### src/rtl/mres_disp.sv
`default_nettype none
`timescale 1ns/1ps
// ============================================================================
// Module : mres_disp
// Brief  : Captures an 8-bit result, converts it to BCD by shift-add-3 and
//          scans hundreds/tens/units onto a 4-digit common-anode display.
// Rev    : 1.0
// ============================================================================
module mres_disp #(
  parameter logic [15:0] SCAN_DIV = 16'd50000,
  parameter logic        LZB      = 1'b1
) (
  input  logic       clk,
  input  logic       rst,
  input  logic [3:0] disp_high,
  input  logic [3:0] disp_low,
  input  logic       disp_load,
  output logic       disp_busy,
  output logic [3:0] disp_an,
  output logic [6:0] disp_seg
);

  typedef enum logic [0:0] {
    S_IDLE = 1'b0,
    S_CONV = 1'b1
  } state_t;

  state_t      r_state;
  logic        r_busy;
  logic [7:0]  r_bin;
  logic [11:0] r_bcd;
  logic [2:0]  r_cnt;
  logic [3:0]  r_hun;
  logic [3:0]  r_ten;
  logic [3:0]  r_uni;
  logic [15:0] r_div;
  logic [1:0]  r_idx;
  logic [3:0]  r_an;
  logic [6:0]  r_seg;

  logic [11:0] w_adj;
  logic [19:0] w_shift;
  logic        w_tick;
  logic [1:0]  w_idx_nx;
  logic        w_hun_blank;
  logic        w_ten_blank;
  logic [3:0]  w_an_nx;
  logic [6:0]  w_seg_nx;

  function automatic logic [3:0] add3(input logic [3:0] n);
    return (n >= 4'd5) ? n + 4'd3 : n;
  endfunction

  function automatic logic [6:0] seg7(input logic [3:0] d);
    logic [6:0] s;
    case (d)
      4'd0:    s = 7'b1000000;
      4'd1:    s = 7'b1111001;
      4'd2:    s = 7'b0100100;
      4'd3:    s = 7'b0110000;
      4'd4:    s = 7'b0011001;
      4'd5:    s = 7'b0010010;
      4'd6:    s = 7'b0000010;
      4'd7:    s = 7'b1111000;
      4'd8:    s = 7'b0000000;
      4'd9:    s = 7'b0010000;
      default: s = 7'b1111111;
    endcase
    return s;
  endfunction

  // One double-dabble step: correct every nibble, then shift {bcd,bin} left.
  assign w_adj   = {add3(r_bcd[11:8]), add3(r_bcd[7:4]), add3(r_bcd[3:0])};
  assign w_shift = {w_adj, r_bin} << 1;

  always_ff @(posedge clk or posedge rst) begin
    if (rst) begin
      r_state <= S_IDLE;
      r_busy  <= 1'b0;
      r_bin   <= 8'd0;
      r_bcd   <= 12'd0;
      r_cnt   <= 3'd0;
      r_hun   <= 4'd0;
      r_ten   <= 4'd0;
      r_uni   <= 4'd0;
    end else begin
      case (r_state)
        S_IDLE: begin
          if (disp_load) begin
            r_bin   <= {disp_high, disp_low};
            r_bcd   <= 12'd0;
            r_cnt   <= 3'd0;
            r_state <= S_CONV;
            r_busy  <= 1'b1;
          end
        end
        S_CONV: begin
          r_bcd <= w_shift[19:8];
          r_bin <= w_shift[7:0];
          r_cnt <= r_cnt + 3'd1;
          if (r_cnt == 3'd7) begin
            r_hun   <= w_shift[19:16];
            r_ten   <= w_shift[15:12];
            r_uni   <= w_shift[11:8];
            r_state <= S_IDLE;
            r_busy  <= 1'b0;
          end
        end
        default: begin
          r_state <= S_IDLE;
          r_busy  <= 1'b0;
        end
      endcase
    end
  end

  assign w_tick      = (r_div == SCAN_DIV - 16'd1);
  assign w_idx_nx    = r_idx + 2'd1;
  assign w_hun_blank = LZB && (r_hun == 4'd0);
  assign w_ten_blank = LZB && (r_hun == 4'd0) && (r_ten == 4'd0);

  always_comb begin
    w_an_nx  = 4'b1111;
    w_seg_nx = 7'b1111111;
    case (w_idx_nx)
      2'd0: begin
        w_an_nx  = 4'b1110;
        w_seg_nx = seg7(r_uni);
      end
      2'd1: begin
        w_an_nx  = 4'b1101;
        w_seg_nx = w_ten_blank ? 7'b1111111 : seg7(r_ten);
      end
      2'd2: begin
        w_an_nx  = 4'b1011;
        w_seg_nx = w_hun_blank ? 7'b1111111 : seg7(r_hun);
      end
      default: begin
        w_an_nx  = 4'b0111;
        w_seg_nx = 7'b1111111;
      end
    endcase
  end

  // Outputs are registered for the slot being entered, so they move only on ticks.
  always_ff @(posedge clk or posedge rst) begin
    if (rst) begin
      r_div <= 16'd0;
      r_idx <= 2'd0;
      r_an  <= 4'b1111;
      r_seg <= 7'b1111111;
    end else if (w_tick) begin
      r_div <= 16'd0;
      r_idx <= w_idx_nx;
      r_an  <= w_an_nx;
      r_seg <= w_seg_nx;
    end else begin
      r_div <= r_div + 16'd1;
    end
  end

  assign disp_busy = r_busy;
  assign disp_an   = r_an;
  assign disp_seg  = r_seg;

endmodule
`default_nettype wire

### config.mk
export PLATFORM = sky130hd
export DESIGN_NAME = mres_disp
export DESIGN_NICKNAME = d
export VERILOG_FILES = /design/src/rtl/mres_disp.sv
export SDC_FILE = /design/constraint.sdc
export NUM_CORES = 1
export LEC_CHECK = 0
export CORE_MARGIN = 1.5
export CORE_UTILIZATION = 45
export CTS_BUF_LIST = sky130_fd_sc_hd__clkbuf_8
export DETAILED_ROUTE_END_ITERATION = 12
export PLACE_DENSITY_LB_ADDON = 0.1
export REMOVE_ABC_BUFFERS = 1
export SYNTH_ARGS = -nofsm -noshare
export SYNTH_HDL_FRONTEND = slang
export SYNTH_SLANG_ARGS = --single-unit
### constraint.sdc
create_clock -name clk -period 5.67 [get_ports clk]
set_input_delay 1.4175 -clock clk [delete_from_list [all_inputs] [get_ports clk]]
set_output_delay 1.4175 -clock clk [all_outputs]
set_load 0.01 [all_outputs]
Yosys cells after proc, flatten, opt, wreduce, memory -nomap -nowiden
Memories as Yosys holds them, arrays and structs flattened.
Index checks and enable logic that the tools add are counted.
Widths: inputs -> output; s select.
Operators by class
  $add $sub $neg: 6
  $lt $le $gt $ge: 3
  equal/unequal tests: 6
  muxes and demuxes: 20
  bitwise gates (word level): 1
  reductions and logical operators: 6
Operators by type and width (number)
  $pmux 12 s2: 1
  $pmux 7 s3: 1
  $add 16x1->16 const B: 1
  $eq 16x16->1 const B: 1
  $mux 16: 1
  $pmux 8 s2: 1
  $mux 7: 2
  $ge 4x3->1 const B: 3
  $mux 12: 1
  $pmux 4 s3: 1
  $add 4x2->4 const B: 2
  $logic_not 4->1: 2
  $mux 4: 2
  $mux 8: 1
  $mux 3: 2
  $pmux 3 s2: 1
  $mux 1: 4
  $pmux 1 s2: 2
  $reduce_and 2->1: 2
  $add 3x1->3 const B: 1
  $add 3x2->3 const B: 1
  $eq 3x3->1 const B: 1
  $add 2x1->2 const B: 1
  $eq 2x1->1 const B: 1
  other kinds (6): 6
Storage, ports and cells
  register bits: 66
  memory bits (read-only): 336
  output and inout bits: 12
  word-level logic and storage cells: 57
  memories: 3
Memory list
  (name not given): depth 16, bits a word 7, read ports 1, clocked after Yosys merged registers in 0, write ports 0, RTL line 56  | case (d)
  (name not given): depth 16, bits a word 7, read ports 1, clocked after Yosys merged registers in 0, write ports 0, RTL line 56
  (name not given): depth 16, bits a word 7, read ports 1, clocked after Yosys merged registers in 0, write ports 0, RTL line 56

Longest topological paths before layout
  depth in word-level cells: 4
  mapped depth: 6
  depth with buffers taken out: 6

Worst setup path before layout
Ideal clock, no wire load.
  path kind: input -> register
  start point: input disp_load
  end point: register r_cnt[0]
  data arrival time: 2.102 ns
  required time: 5.545 ns
  path slack: 3.443 ns
  stages: 3
  cell sequence: clkbuf_1 nor2_1 mux2_2
On the way
  longest elaborated chain between the ends: 1
RTL lines
  start: declaration: RTL line 17  | input logic disp_load,
  $ne 2x2->1 (no line)
  end signal: assignment: RTL line 100  | r_cnt <= r_cnt + 3'd1;
  end: declaration: RTL line 32  | logic [2:0] r_cnt;
Every way passes these cells.
A chain may end at the register's enable or synchronous reset.

Final worst setup path
  start point: register r_an[3] (netlist: disp_an[3])
  end point: output disp_an[3]
RTL lines
  start: declaration: RTL line 38  | logic [3:0] r_an;
  start signal: assignment: RTL line 155  | r_an <= w_an_nx;
  end: declaration: RTL line 19  | output logic [3:0] disp_an,
No word-level cell between the ends.

==> results.ini <==
[finish]
nets = 458
final-seq-area_um2 = 1670
nFillCells = 778
final_cell_mix = dfrtp_1, o21ai_0, nand2_1
final_common_cell = dfrtp_1
syn_to_final_growth_pct = 12.8
multiInputGateArea_um2 = 2030
num_antenna_cells = 0
drive_gt1_frac = 0.0976

[power_and_ir_drop]
clkPwrFrac = 0.214
cellPowerDensity_nw_per_um2 = 432
p_int_w = 0.00115
power_frac_seq = 0.400
p_switching_w = 0.000732
combPwrFrac = 0.386
switching_share = 0.390
p_leak_nw = 1.91
ir_drop_mv = 0.212

[drt]
drt_iter0_drc = 76
final_antenna_net_count = 0
firstDrtPassIters = 4
drcViolationCount = 0
viasPerCell = 5.29
wl_per_cell_um = 13.5
vias = 2775
drt-total-wl_um = 7100

[timing]
report.final.setup_viol = 0
hold_viol_final = 0
grt_setup_unrepaired = false
slew_headroom = 0.457
finClkSkew_ns = 0.0139
fin_tns_setup_ns = 0
final.setup.worst_slack_ns = 2.85
finalMaxSlewViolations = 0
fmaxAchievable_mhz = 355
fin_crit_ns = 2.82
tightest_slew_ns = 0.812
fin_crit_sh = 0.497

[cts]
cts_resized = 0
clockBufferDepth = 2
cts.sink_count = 66
cts_root_buf = clkbuf_8
cts.reportedPaths.clkPinSlew_ns = 0.08
clk_latency_ns = 0.34
cts_hold_buf = 0
cts-htree-levels = 3
post_cts_buffers = 0
tritoncts = built
cts-buffers-inserted = 9

[hold_path]
worstHoldStart = disp_an[3]
hp-class = reg -> reg
hold_depth = 2
min_to = disp_an[3]

[synthesis]
ys_seq_elements = 66
synth.yosys.seq_area_share = 0.432
synthesis.area_um2 = 3850
syn_area_per_cell_um2 = 9.68
synth_edf_count = 0
synth.distinct_cells = 50
synthArstFlopShare = 1.00
ys.flop_type = dfrtp_1
yosysWarnings = 0
synthCells = 398

[setup_path]
critPathTopFamily = flip-flops
path_cells = clkdlybuf4s50_1
endpoint_kind = output port
slowest_stage = dfstp_2
start_kind = register
r2r-end = disp_seg[5]
cp_max_fo = 2
r2r_cells = 4
required_ns = 4.25
timing.rr.start = r_div[12]
reg2reg_slack_ns = 3.43
critPathArrivalTime_ns = 1.40
cpPeakStageDelay_ns = 0.53
path_buf_inv = 1
path_class = reg -> out

[placed_design]
port_buffers = 22
place_congestion = 0.820
pre_cts_ws_ns = 2.53
place_hpwl_um = 4940

[global_route]
grt_pass1_vias = 2700
met3_usage = 0.0335
busiest_layer = met2
overflow = 0
grt_start_max_net_pins = 43
grtUsageTotal = 0.176
met2_usage = 0.275
antenna_found_initial = 0
met1_usage = 0.238
grt_pass1_wl_um = 12500

[floorplan]
die_area_um2 = 9130
core_um2 = 8260
die_y_um = 95.5
die_x_um = 95.5
start_util = 0.467
num_io_pins = 23
fp-row-count = 33

[run_status]
status = completed

[run]
cap_viol_max_count = 0

[metrics by stage]
stage	utilization	power (W)	hold WS (ns)	cells	cell area [um^2]
floorplan	-	0.00130	0.437	380	3780
CTS	0.526	0.00190	0.480	525	4350
global placement	0.503	0.00147	0.467	509	4150
detailed placement	0.503	0.00149	0.467	509	4150
finish	0.526	0.00188	0.483	525	4350
global route	0.526	0.00206	0.495	525	4350
[metal layers]
layer	share of wire	routed length [um]
met1	0.50	3570
met5	0	0
met4	0.019	136
met2	0.45	3210
met3	0.025	178
[Yosys cell counts (8+ instances only)]
cell type / instances / area, um^2
mux2i_1: 17 / 170
dfrtp_1: 55 / 1380
xor2_1: 8 / 70.1
nand2_1: 36 / 135
a21oi_1: 18 / 90.1
clkbuf_1: 13 / 48.8
o21ai_0: 39 / 195
dfstp_2: 11 / 289
ha_1: 32 / 400
nor2_1: 25 / 93.8
nand2b_1: 20 / 125
nand3_1: 11 / 55.1
nor3b_1: 11 / 82.6
inv_1: 23 / 86.3
[worst max path at each step]
stage | start | to | slack (ns) | cells past startpoint
3_3_place_gp | disp_load | r_cnt[0] | 2.55 | 3
3_5_place_dp | disp_load | r_cnt[0] | 2.53 | 3
4_1_cts | disp_an[3] | disp_an[3] | 2.83 | 1
5_1_grt | disp_load | r_cnt[0] | 2.79 | 3
2_1_floorplan | rst | disp_busy | 2.62 | 1
6_report | disp_an[3] | disp_an[3] | 2.85 | 1
[flip-flops by register name, summed over array words and instances (netlist names)]
name,cells
r_ten,4
r_cnt,3
r_idx,2
r_state,1
r_uni,4
r_bcd,12
disp_busy,1
r_hun,4
disp_an,4
r_bin,8
disp_seg,7
r_div,16
[final cells by class]
type | count | area share
Clock buffer | 10 | 0.0317
Clock inverter | 6 | 0.0135
Inverter | 23 | 0.0199
Multi-Input combinational cell | 291 | 0.467
Sequential cell | 66 | 0.383
Tap cell | 105 | 0.0302
Timing Repair Buffer | 24 | 0.0541
[power groups by stage]
stage	clock network, W	registers (W)	logic [W]
2_1_floorplan	0	0.000740	0.000558
3_3_place_gp	0	0.000754	0.000714
3_5_place_dp	0	0.000759	0.000732
4_1_cts	0.000408	0.000750	0.000737
5_1_grt	0.000434	0.000777	0.000851
6_report	0.000401	0.000751	0.000725
[kinds of logic after synthesis]
| group | Yosys count | share of synthesized area |
|---|---|---|
| and+or+nand+nor | 128 | 0.176 |
| muxes | 24 | 0.0646 |
| AOI/OAI and AO/OA | 92 | 0.148 |
| adders and majority gates | 32 | 0.104 |
| xor gates and xnor gates | 15 | 0.0341 |
| buffers and inverters | 41 | 0.0406 |
| DFF | 66 | 0.432 |
Power figures use the tool's default switching activity.
